<file path="config.mk">
export PLATFORM = sky130hd
export DESIGN_NAME = map_rom_arbiter
export DESIGN_NICKNAME = d
export VERILOG_FILES = /design/src/rtl/map_rom_arbiter.sv
export SDC_FILE = /design/constraint.sdc
export NUM_CORES = 1
export LEC_CHECK = 0
export BUFFER_PORTS_ARGS = -buffer_cell sky130_fd_sc_hd__buf_2
export CORE_ASPECT_RATIO = 0.7
export CORE_UTILIZATION = 46
export CTS_CLUSTER_SIZE = 8
export DETAILED_ROUTE_END_ITERATION = 10
export HOLD_SLACK_MARGIN = 0.02
export PLACE_DENSITY = 0.87
export SYNTH_ARGS = -nofsm -noshare
export SYNTH_HDL_FRONTEND = slang
export SYNTH_SLANG_ARGS = --single-unit
</file>
<file path="constraint.sdc">
create_clock -name clk -period 3.3 [get_ports clk]
set_input_delay 0.825 -clock clk [delete_from_list [all_inputs] [get_ports clk]]
set_output_delay 0.825 -clock clk [all_outputs]
set_load 0.01 [all_outputs]
</file>
<file path="src/rtl/map_rom_arbiter.sv">
// Round-robin arbiter sharing one map ROM read port among N_REQ requesters, with tagged 3-cycle read return.
// Optional build macro MAP_ARB_PRIO0_EN gives requester 0 strict priority over the rotating requesters.
module map_rom_arbiter #(
   parameter int N_REQ  = 4,
   parameter int ADDR_W = 14,
   parameter int DATA_W = 12
) (
   input  logic                      clk,
   input  logic                      rst_n,
   input  logic [N_REQ-1:0]          req,
   input  logic [N_REQ*ADDR_W-1:0]   addr,
   output logic [N_REQ-1:0]          gnt,
   output logic [ADDR_W-1:0]         rom_addr,
   input  logic [DATA_W-1:0]         rom_rgb,
   output logic [N_REQ-1:0]          rd_valid,
   output logic [DATA_W-1:0]         rd_data
);

   localparam int IDX_W = $clog2(N_REQ);

   logic [ADDR_W-1:0] addr_arr [N_REQ];

   logic [IDX_W-1:0]  last_q, last_d;
   logic [ADDR_W-1:0] rom_addr_q, rom_addr_d;
   logic              s1_vld_q, s1_vld_d;
   logic [IDX_W-1:0]  s1_tag_q, s1_tag_d;
   logic              s2_vld_q, s2_vld_d;
   logic [IDX_W-1:0]  s2_tag_q, s2_tag_d;
   logic [N_REQ-1:0]  rd_valid_q, rd_valid_d;
   logic [DATA_W-1:0] rd_data_q, rd_data_d;

   logic              win_vld;
   logic [IDX_W-1:0]  win_idx;
   logic [IDX_W-1:0]  cand_idx;

   generate
      for (genvar gi = 0; gi < N_REQ; gi++) begin : g_addr
         assign addr_arr[gi] = addr[gi*ADDR_W +: ADDR_W];
      end
   endgenerate

   // Scan from farthest to nearest so the requester closest after last_q is kept as winner.
   always_comb begin
      win_vld  = 1'b0;
      win_idx  = '0;
      cand_idx = '0;
      for (int k = N_REQ; k >= 1; k--) begin
         cand_idx = IDX_W'((int'(last_q) + k) % N_REQ);
         if (req[cand_idx]) begin
            win_vld = 1'b1;
            win_idx = cand_idx;
         end
      end
`ifdef MAP_ARB_PRIO0_EN
      if (req[0]) begin
         win_vld = 1'b1;
         win_idx = '0;
      end
`endif
   end

   always_comb begin
      gnt = '0;
      if (win_vld) begin
         gnt[win_idx] = 1'b1;
      end
   end

   always_comb begin
      last_d     = last_q;
      rom_addr_d = rom_addr_q;
      s1_vld_d   = win_vld;
      s1_tag_d   = s1_tag_q;
      s2_vld_d   = s1_vld_q;
      s2_tag_d   = s1_tag_q;
      rd_valid_d = '0;
      rd_data_d  = rd_data_q;
      if (win_vld) begin
         rom_addr_d = addr_arr[win_idx];
         s1_tag_d   = win_idx;
`ifdef MAP_ARB_PRIO0_EN
         // The priority requester stays out of the rotation.
         if (win_idx != '0) begin
            last_d = win_idx;
         end
`else
         last_d = win_idx;
`endif
      end
      if (s2_vld_q) begin
         rd_valid_d[s2_tag_q] = 1'b1;
         rd_data_d            = rom_rgb;
      end
   end

   always_ff @(posedge clk or negedge rst_n) begin
      if (!rst_n) begin
         last_q     <= IDX_W'(N_REQ - 1);
         rom_addr_q <= '0;
         s1_vld_q   <= 1'b0;
         s1_tag_q   <= '0;
         s2_vld_q   <= 1'b0;
         s2_tag_q   <= '0;
         rd_valid_q <= '0;
         rd_data_q  <= '0;
      end else begin
         last_q     <= last_d;
         rom_addr_q <= rom_addr_d;
         s1_vld_q   <= s1_vld_d;
         s1_tag_q   <= s1_tag_d;
         s2_vld_q   <= s2_vld_d;
         s2_tag_q   <= s2_tag_d;
         rd_valid_q <= rd_valid_d;
         rd_data_q  <= rd_data_d;
      end
   end

   assign rom_addr = rom_addr_q;
   assign rd_valid = rd_valid_q;
   assign rd_data  = rd_data_q;

endmodule

</file>
==> reports/qor.csv <==
stage,metric,value,unit
floorplan,die_height,54.3,um
synth,synthCells,146,
synth,yosys.cell_types.count,28,
placement,gp_congestion,0.727,
cts,cts_max_level,2,
sta,max_slew_margin,46.5,%
synth,synth-edff-count,0,
route,drt-pass1-iter-count,4,
floorplan,dieArea,0.00416,mm2
global_route,track_usage,19.0,%
worst_setup_path,setup.worst_path.class,input port to primary output,
floorplan,dieWidth,76.7,um
synth,synth-warning-count,0,
route,viasPerCell,5.04,
hold_path,hold_depth,0,
sta,fmax,361,MHz
sta,tightest_slew,0.802,ns
sta,post-route-period-util,84.0,%
global_route,overflow,0,
route,finalWirelength,3.90,mm
sta,final_hold_viol_count,0,
final_layout,diodes,0,
route,remaining_drc_errors,0,
power_and_ir_drop,vdd_drop_max,296,uV
power_and_ir_drop,leakagePower,1.29,nW
worst_setup_path,critPathCaptureType,primary output,
cts,cts_made_buffers,5,
worst_setup_path,crit_start,req[0],
sta,skew,0.00416,ns
cts,cts-hold-fix-buffers,0,
run_status,status,finished clean,
worst_setup_path,crit_chain,buf_2 > nor4_2 > inv_2 > nand2_1 > nor2_1 > buf_2,
route,wl_per_cell,12.7,um
placement,portBuffers,107,
route,postRouteAntennaNets,0,
cts,clock-sinks,38,
cts,clockBufferDepth,2,
worst_setup_path,crit_family,simple AND/OR/NAND/NOR gates,
global_route,grt_pass1_wl,6.00,mm
sta,grt_setup_unrepaired,no,
route,wl_met3,314,um
worst_setup_path,crit_path_start_kind,input port,
worst_setup_path,cpPeakStageDelay,0.37,ns
route,top_layer,met4,
floorplan,start_util,49.6,%
global_route,antenna_found_initial,0,
worst_setup_path,critPathArrivalTime,1.95,ns
synth,synth.yosys.seq_area_share,53.1,%
route,met1Wirelength,1.78,mm
synth,syn_area_per_cell,12.3,um2
floorplan,core_area,0.00363,mm2
cts,clk_pin_slew_worst_paths,0.07,ns
final_layout,syn_to_final_growth,37.0,%
sta,finalSetupViolCount,0,
worst_setup_path,crit_cells,6,
route,wl_met2,1.76,mm
global_route,first_global_vias,1320,
sta,setup_tns,0,ns
worst_setup_path,crit_slowest_cell,nor4_2,
sta,maxSlewViolCount,0,
worst_setup_path,worstPathRequired,2.47,ns
worst_setup_path,crit_buf_inv,3,
job,maxCapViolCount,0,
synth,synthFlopType,dfrtp_1,
global_route,grt_max_degree,39,
worst_setup_path,worst-path-max-fanout,9,
placement,dp_cells,298,
synth,mappedNetlistNets,220,
placement,dp_hpwl,3.02,mm
floorplan,pin_count,108,
cts,clockRootBuffer,clkbuf_8,
worst_setup_path,critical_path.most_common_cell,buf_2,
hold_path,hold_path_startpoint,s1_vld_q,
final_layout,nets,329,
route,num_vias,1542,
cts,cts_setup_buffers,0,
synth,ys_ff_latch,38,
synth,netlist_area,0.00180,mm2
power_and_ir_drop,p_per_area,549,mW/mm2
cts,clk_latency,0.28,ns
cts,cts_tree,yes,
synth,async_reset_ff_share,100,%
hold_path,hold_class,flip-flop to flip-flop,
sta,fin_crit,2.77,ns
worst_setup_path,reg2reg_depth,6,
cts,cts_resized,0,
final_layout,layoutNonFillerInstCount,306,
final_layout,drive_gt1_share,53.5,%
worst_setup_path,r2r_start,last_q[1],
floorplan,placement_rows,18,
route,first_iter_violations,35,
## state kept, by name, indices dropped and copies added (netlist names)
name / flops
last_q: 2
rd_data: 12
rd_valid: 4
rom_addr: 14
s1_tag_q: 2
s1_vld_q: 1
s2_tag_q: 2
s2_vld_q: 1
## worst paths after layout
check,to,slack (ns)
worst max-delay path,gnt[0],0.53
max in group asynchronous,rom_addr[7],2.17
worst max register to register,rom_addr[10],1.32
worst min-delay path,s2_vld_q,0.35
worst min register to register,s2_vld_q,0.35
min in group asynchronous,rd_data[0],0.63
## layer usage
metal | track usage (%) | vias to the layer above
met5 | 0 | -
met4 | 6.73 | 0
met3 | 6.00 | 5
met2 | 32.1 | 89
met1 | 23.7 | 694
li1 | - | 754
## synth_stat cells (all sizes together), types with 4 or more instances
| library cell | n | area, um2 |
|---|---|---|
| clkbuf | 4 | 15.0 |
| nand2 | 13 | 48.8 |
| a221oi | 7 | 61.3 |
| nor2 | 12 | 45.0 |
| o221ai | 7 | 61.3 |
| buf | 5 | 48.8 |
| dfrtp | 36 | 901 |
| mux2i | 29 | 290 |
| mux2 | 12 | 135 |
## cell families after synthesis
logic type / after synthesis / share of synthesized area, %
DFF: 38 / 53.1
buffers and inverters: 11 / 3.97
AOI/OAI and AO/OA: 23 / 11.1
muxes: 41 / 23.7
and+or+nand+nor: 33 / 8.22
## per-stage QoR
step                power, W  setup WS [ns]  instance area (um2)  util (%)  hold slack, ns
floorplan           0.000881          0.705                 1800         -           0.331
global route         0.00143          0.448                 2460      67.9           0.359
CTS                  0.00137          0.534                 2460      67.9           0.353
detailed placement   0.00104          0.536                 2370      65.3           0.336
finish               0.00135          0.529                 2460      67.9           0.350
global placement     0.00103          0.591                 2370      65.3           0.339
## power by group
| group | internal [W] | total, W | switching [W] |
|---|---|---|---|
| logic | 0.000208 | 0.000424 | 0.000216 |
| clock network | 0.000168 | 0.000319 | 0.000152 |
| registers | 0.000558 | 0.000609 | 0.0000509 |
| total | 0.000933 | 0.00135 | 0.000419 |
## placed cells by master (no fill, tap or decap), drive strengths merged
cell and n:
nor4 1, nor3b 1, nor2 12, clkinvlp 1, a21boi 1, and3b 1, a21o 2, and2 2
mux2 12, mux2i 29, nand2b 2, inv 2, o21ai 1, a221oi 7, and3 1, dfrtp 36
o22a 2, o22ai 1, clkinv 1, a21oi 1, o221ai 7, nand2 13, buf 111, clkbuf 6
a31o 1, dfstp 2
## layout make-up
type	count	area, um2
flip-flops and latches	38	953
clock inverters	2	12.5
fillers	276	1160
repair buffers	111	566
multi-input cells	97	778
well taps	50	62.6
clock buffers	6	82.6
inverters	2	7.51
(Power assumes the default switching activity.)
